`config.mk`:
```
export PLATFORM = sky130hd
export DESIGN_NAME = rsv_scb_requester
export DESIGN_NICKNAME = d
export VERILOG_FILES = /design/src/rtl/rsv_scb_requester.sv
export SDC_FILE = /design/constraint.sdc
export NUM_CORES = 1
export LEC_CHECK = 0
export ABC_CLOCK_PERIOD_IN_PS = 5600
export BUFFER_PORTS_ARGS = -buffer_cell sky130_fd_sc_hd__buf_4
export CELL_PAD_IN_SITES_DETAIL_PLACEMENT = 0
export CELL_PAD_IN_SITES_GLOBAL_PLACEMENT = 2
export CORE_ASPECT_RATIO = 0.8
export CORE_MARGIN = 8
export CORE_UTILIZATION = 43
export DETAILED_ROUTE_END_ITERATION = 8
export PLACE_DENSITY = 0.75
export RECOVER_POWER = 25
export SLEW_MARGIN = 0
export SYNTH_ARGS = -nofsm -noshare
export SYNTH_HDL_FRONTEND = slang
export SYNTH_SLANG_ARGS = --single-unit
```
`constraint.sdc`:
```
create_clock -name clk -period 5.6 [get_ports clk]
set_input_delay 0.84 -clock clk [delete_from_list [all_inputs] [get_ports clk]]
set_output_delay 0.84 -clock clk [all_outputs]
set_load 0.02 [all_outputs]
```
`src/rtl/rsv_scb_requester.sv`:
```
// rsv_scb_requester: in-order reservation-station queue that issues its head to a stable
// execution pipe through the scoreboard search_pip / available / req handshake.
module rsv_scb_requester #(
    parameter logic [2:0] RSV_ID  = 3'b0,
    parameter int         DEPTH   = 4,
    parameter int         PIP_W   = 3,
    parameter int         PREG_W  = 6,
    parameter int         PAY_W   = 32,
    parameter int         STALL_W = 16
) (
    input  logic                       clk,
    input  logic                       rst_n,
    input  logic                       flush,
    input  logic                       disp_valid,
    output logic                       disp_ready,
    input  logic [PIP_W-1:0]           disp_pipe,
    input  logic [PREG_W-1:0]          disp_preg_rd,
    input  logic [PAY_W-1:0]           disp_payload,
    output logic [PIP_W-1:0]           scb_search_pip,
    input  logic                       scb_available,
    output logic                       scb_req,
    output logic                       iss_valid,
    output logic [PIP_W-1:0]           iss_pipe,
    output logic [PREG_W-1:0]          iss_preg_rd,
    output logic [PAY_W-1:0]           iss_payload,
    output logic [2:0]                 iss_rsv_id,
    output logic [STALL_W-1:0]         stall_cnt,
    output logic [$clog2(DEPTH):0]     q_count
);
    localparam int AW = $clog2(DEPTH);
    localparam int CW = AW + 1;
    localparam int EW = PIP_W + PREG_W + PAY_W;
    localparam logic [1:0] S_IDLE  = 2'd0;
    localparam logic [1:0] S_QUERY = 2'd1;
    localparam logic [1:0] S_FLUSH = 2'd2;

    logic [1:0]         state_q, state_d;
    logic [AW-1:0]      head_q, head_d, tail_q, tail_d;
    logic [CW-1:0]      count_q, count_d;
    logic [STALL_W-1:0] stall_q, stall_d;
    logic               iss_valid_q, iss_valid_d;
    logic [PIP_W-1:0]   iss_pipe_q, iss_pipe_d;
    logic [PREG_W-1:0]  iss_preg_q, iss_preg_d;
    logic [PAY_W-1:0]   iss_pay_q, iss_pay_d;
    logic [EW-1:0]      mem_q [DEPTH];
    logic [EW-1:0]      head_e;
    logic               push, query;

    assign query          = state_q == S_QUERY;
    assign head_e         = mem_q[head_q];
    assign disp_ready     = (count_q != CW'(DEPTH)) && !flush;
    assign push           = disp_valid && disp_ready;
    assign scb_req        = query && scb_available && !flush;
    assign scb_search_pip = query ? head_e[EW-1 -: PIP_W] : '0;

    always_comb begin
        count_d     = flush ? '0 : count_q + CW'(push) - CW'(scb_req);
        head_d      = flush ? '0 : head_q + AW'(scb_req);
        tail_d      = flush ? '0 : tail_q + AW'(push);
        state_d     = flush ? S_FLUSH : (state_q == S_FLUSH) ? S_IDLE : (count_d != '0) ? S_QUERY : S_IDLE;
        iss_valid_d = scb_req;
        iss_pipe_d  = scb_req ? head_e[EW-1 -: PIP_W] : iss_pipe_q;
        iss_preg_d  = scb_req ? head_e[PREG_W+PAY_W-1 -: PREG_W] : iss_preg_q;
        iss_pay_d   = scb_req ? head_e[PAY_W-1:0] : iss_pay_q;
        stall_d     = (query && !scb_available && !flush && stall_q != '1) ? stall_q + STALL_W'(1) : stall_q;
    end

    always_ff @(posedge clk or negedge rst_n) begin
        if (!rst_n) begin
            state_q     <= S_IDLE;
            head_q      <= '0;
            tail_q      <= '0;
            count_q     <= '0;
            stall_q     <= '0;
            iss_valid_q <= 1'b0;
            iss_pipe_q  <= '0;
            iss_preg_q  <= '0;
            iss_pay_q   <= '0;
        end else begin
            state_q     <= state_d;
            head_q      <= head_d;
            tail_q      <= tail_d;
            count_q     <= count_d;
            stall_q     <= stall_d;
            iss_valid_q <= iss_valid_d;
            iss_pipe_q  <= iss_pipe_d;
            iss_preg_q  <= iss_preg_d;
            iss_pay_q   <= iss_pay_d;
        end
    end

    // Entry storage is unreset; occupancy alone says which slots are live.
    always_ff @(posedge clk) begin
        if (push)
            mem_q[tail_q] <= {disp_pipe, disp_preg_rd, disp_payload};
    end

    assign iss_valid   = iss_valid_q;
    assign iss_pipe    = iss_pipe_q;
    assign iss_preg_rd = iss_preg_q;
    assign iss_payload = iss_pay_q;
    assign iss_rsv_id  = RSV_ID;
    assign stall_cnt   = stall_q;
    assign q_count     = count_q;
endmodule

```
== Word level (Yosys, flattened, before mapping) ==
Memory sizes are Yosys's and may differ from the RTL's.
Index checks and enable logic that the tools add are counted.
Operators by class
  $add $sub $neg: 5
  equality and inequality tests: 4
  muxes and demuxes: 9
  reduce and logical (&&, ||, !) cells: 10
Operators by type and width (count)
  16-bit by 1-bit adder with 16-bit output (second input constant): 1
  16-bit inequality test (second input constant): 1
  1-bit logical AND: 7
  2-bit 2-to-1 mux: 3
  3-bit 2-to-1 mux: 2
  2-bit by 1-bit adder with 2-bit output: 2
  1-bit 2-to-1 mux: 4
  3-bit by 1-bit adder with 3-bit output: 1
  3-bit inequality test (second input constant): 1
  3-bit nonzero test: 1
  3-bit by 1-bit subtractor with 3-bit output: 1
  2-bit by 1-bit == test with 1-bit output (second input constant): 1
  2-bit == test (second input constant): 1
  1-bit logical NOT: 2
Storage, ports and cells
  register bits after elaboration: 67
  bits in writable memories: 164
  input bits: 46
  output and inout port bits: 69
  logic and storage cells: 38
  memories: 1
Memories
  mem_q: words 4, width 41, rd ports 1, clocked after Yosys merged registers in 0, wr ports 1, RTL line 45  | logic [EW-1:0] mem_q [DEPTH];

== Logic depth before layout (Yosys ltp) ==
  depth in word-level cells: 10
  mapped depth: 11
  gate-level depth less buffers: 10

== Least setup slack after synthesis ==
OpenSTA, ideal clock, no wires.
  path type: input -> register
  start point: input port flush
  end point: memory mem_q[2][0] (netlist name), enable pin
  library setup time: 0.499 ns
  arrival: 4.681 ns
  data required time: 5.101 ns
  setup slack: 0.420 ns
  stages: 4
  path buffers: 1
  cells stage by stage: buf_2 a21oi_1 nand2_1 nor3b_1
Between the ends
  cells in the longest elaborated chain, start to end: 5
RTL lines
  start: declaration: RTL line 13  | input logic flush,
  1-bit logical NOT: RTL line 51  | assign disp_ready = (count_q != CW'(DEPTH)) && !flush;
  1-bit logical AND: RTL line 51
  named net disp_ready: RTL line 15  | output logic disp_ready,
  1-bit logical AND: RTL line 52  | assign push = disp_valid && disp_ready;
  1-bit 2-to-1 mux: RTL line 94  | if (push)
  1-bit 2-to-1 mux (implied by the code): RTL line 95  | mem_q[tail_q] <= {disp_pipe, disp_preg_rd, disp_payload};
  end: declaration: RTL line 45
The timed path passes the listed nets, and every way through them passes these cells.

== Worst setup path in the final report ==
  start point: register head_q[0]
  end point: output port scb_search_pip[2]
Between the ends
  cells in the longest elaborated chain, start to end: 2
RTL lines
  start: declaration: RTL line 38  | logic [AW-1:0] head_q, head_d, tail_q, tail_d;
  start signal: assignment: RTL line 71  | head_q <= '0;
  start signal: assignment: RTL line 81  | head_q <= head_d;
  memory 4 x 41 bit
  3-bit 2-to-1 mux: RTL line 54  | assign scb_search_pip = query ? head_e[EW-1 -: PIP_W] : '0;
  end: declaration: RTL line 19  | output logic [PIP_W-1:0] scb_search_pip,
No other way between the ends.

==> flow_summary_export.csv <==
group,metric,value,unit
status,status,"complete, no violations",
route,wirelength_met1,7774,um
timing,timing.fmax,0.3032,GHz
pwr,p_per_area,420.8,mW/mm2
global_routing,grt_pass1_vias,4630,
setup_path,crit_path_start,"head_q[0]$_DFF_PN0_",
finish,mostFrequentLayoutCells,"edfxtp_1 (164), buf_4 (80), dfrtp_1 (65)",
pwr,cellLeakagePower,3.860,nW
route,vias,4283,
route,dr_wl_met3,1124,um
floorplan,rows,46,
finish,final_cell_area,0.01053,mm2
route,wl,16990,um
setup_path,rr_worst_depth,10,
logic_synthesis,ys_ff_latch,231,
placed_design,port_buffers,111,
setup_path,cp.arrival,2.46,ns
placed_design,dp_hpwl,10380,um
pwr,power,4.431,mW
clock_network,post_cts_resized,0,
finish,drive_above_1_share,37.19,%
clock_network,ctsLongestPathBuffers,3,
logic_synthesis,synth-edff-count,164,
logic_synthesis,avgSynthCellArea,20.56,um2
clock_network,cts_root_buffer,"clkbuf_16",
route,top_layer,"met4",
global_routing,grt_max_degree,68,
placed_design,dp.cells,786,
logic_synthesis,ys_async_sr_fraction,29.00,%
logic_synthesis,synthCells,426,
timing,finalMaxSlewViolations,0,
timing,finClkSkew,0.006421,ns
finish,fin_cells,826,
min_path,hp-class,"input pin to asynchronous set/reset pin",
finish,syn_to_final_growth,20.26,%
setup_path,cp.required,4.76,ns
floorplan,chipHeight,143.6,um
timing,setup-tns-final,0,ns
timing,rsz0062_at_grt,"false",
timing,setup_viol,0,
setup_path,endpoint,"scb_search_pip[2]",
timing,period_needed,3.298,ns
global_routing,grt-ovfl-total,0,
timing,fin_ws,2.302,ns
clock_network,cts_tree,"built",
finish,final_util,52.88,%
logic_synthesis,seq_area_frac_synth,75.38,%
clock_network,numCtsBuffers,23,
placed_design,dp_slack,2.336,ns
global_routing,antenna_found_initial,0,
finish,n_antenna_cell,0,
pwr,vdd_ir_drop_max,0.2534,mV
global_routing,globalRouteTotalUtil,13.61,%
placed_design,gp_congestion,0.7446,
setup_path,crit_path_max_fanout,42,
clock_network,cts_max_level,1,
setup_path,regToRegSetupSlack,2.82,ns
route,route.detailed.drc,0,
setup_path,start_kind,"flop",
job,maxCapViolations,0,
route,first_pass_iters,4,
finish,layout_commonest_cell,"edfxtp_1",
route,avgRoutedWirePerCell,20.57,um
clock_network,clkSlewWorstSetupHoldPaths,0.06,ns
floorplan,dieArea,0.02522,mm2
timing,slew_headroom,24.44,%
clock_network,cts.sinks,231,
route,via_per_inst,5.185,
timing,hold_slack,0.4819,ns
logic_synthesis,synth_cell_types,33,
timing,fin_crit_sh,58.89,%
clock_network,worstSkewPairLatency,0.50,ns
clock_network,post-cts-setup-buffers,0,
global_routing,grt_pass1_wl,26610,um
floorplan,core_area,0.01991,mm2
setup_path,end_kind,"output pin",
route,wl_met2,7796,um
logic_synthesis,synthFlopType,"edfxtp_1",
logic_synthesis,syn-cell-area,0.008757,mm2
route,drt_iter0_markers,331,
placed_design,place_area,0.009871,mm2
setup_path,r2r-start,"state_q[1]$_DFF_PN0_",
setup_path,r2r_end,"state_q[0]$_DFF_PN0_",
floorplan,ioPinCount,115,
floorplan,die_width,175.6,um
finish,nets,599,
setup_path,crit_type,"flop to output pin",
timing,hold_viol_final,0,
logic_synthesis,yosysWarnings,0,
timing,tightest_slew,1.133,ns
floorplan,start_util,43.97,%
route,antenna_left,0,
clock_network,hold_buffers,0,
[cell type report]
type	instances	area, um2
fillers	1640	9383
clock inverters	13	191.4
flip-flops and latches	231	6606
well taps	264	330.3
inverters	5	18.77
repair buffers	115	732.0
clock buffers	27	600.6
multi-input cells	171	2052
[registers in the layout (all words and copies together), names as in the netlist]
register     count
head_q           2
iss_payload     32
iss_pipe         3
iss_preg_rd      6
iss_valid        1
mem_q          164
q_count          3
stall_cnt       16
state_q          2
tail_q           2
[synth_stat cells, drive strengths merged (4+ instances only)]
master	count	area, um2
dfrtp	67	1677
nor2	8	30.03
nor4	5	50.05
nor3	5	25.02
nand3	7	35.03
nand4	4	25.02
xor2	9	78.83
edfxtp	164	4925
xnor2	9	78.83
and4	4	35.03
mux2	43	484.2
nor2b	4	25.02
nand2	8	30.03
clkbuf	7	26.28
ha	5	62.56
mux4	41	923.4
inv	5	18.77
buf	14	83.83
[power by group]
| group | total (mW) | internal (mW) | switching (mW) | leakage [nW] |
|---|---|---|---|---|
| Clock | 1.60 | 0.994 | 0.610 | 0.382 |
| Combinational | 0.699 | 0.334 | 0.364 | 1.12 |
| Sequential | 2.13 | 2.02 | 0.106 | 2.36 |
| Total | 4.43 | 3.35 | 1.08 | 3.86 |
[critical path, stage by stage (launching register included)]
cell and delay (ns):
dfrtp_4 1.00, mux4_2 0.62, and2_1 0.19, buf_4 0.15
[worst min-delay path by stage]
stage / from / to / slack [ns] / depth (start not counted)
after floorplan: rst_n / head_q[0]$_DFF_PN0_ / 0.54 / 0
after CTS: rst_n / iss_payload[8]$_DFFE_PN0P_ / 0.51 / 1
after global placement: iss_payload[20]$_DFFE_PN0P_ / iss_payload[20]$_DFFE_PN0P_ / 0.49 / 1
after global routing: iss_payload[13]$_DFFE_PN0P_ / iss_payload[13]$_DFFE_PN0P_ / 0.52 / 1
final: rst_n / iss_payload[10]$_DFFE_PN0P_ / 0.48 / 1
after detailed placement: iss_payload[13]$_DFFE_PN0P_ / iss_payload[13]$_DFFE_PN0P_ / 0.50 / 1
[metal layers]
| metal | vias up | global-route usage [%] |
|---|---|---|
| met5 | - | 0 |
| met4 | 0 | 3.517 |
| met3 | 25 | 3.383 |
| met2 | 124 | 21.48 |
| met1 | 2220 | 18.69 |
| li1 | 1914 | - |
[cells by family (layout without fill, tap and decap cells)]
kind of cell | Yosys count | count (layout) | synth area share (%)
AO/OA/AOI/OAI | 4 | 4 | 0.3285
XOR/XNOR | 18 | 18 | 1.800
adder cells (fa/ha/maj) | 6 | 6 | 0.9430
buffers and inverters | 26 | 160 | 1.472
flip-flops | 231 | 231 | 75.38
multiplexers | 84 | 84 | 16.07
other | 1 | 3 | 0.04282
AND/OR/NAND/NOR | 56 | 56 | 3.957
(Power assumes the default switching activity.)
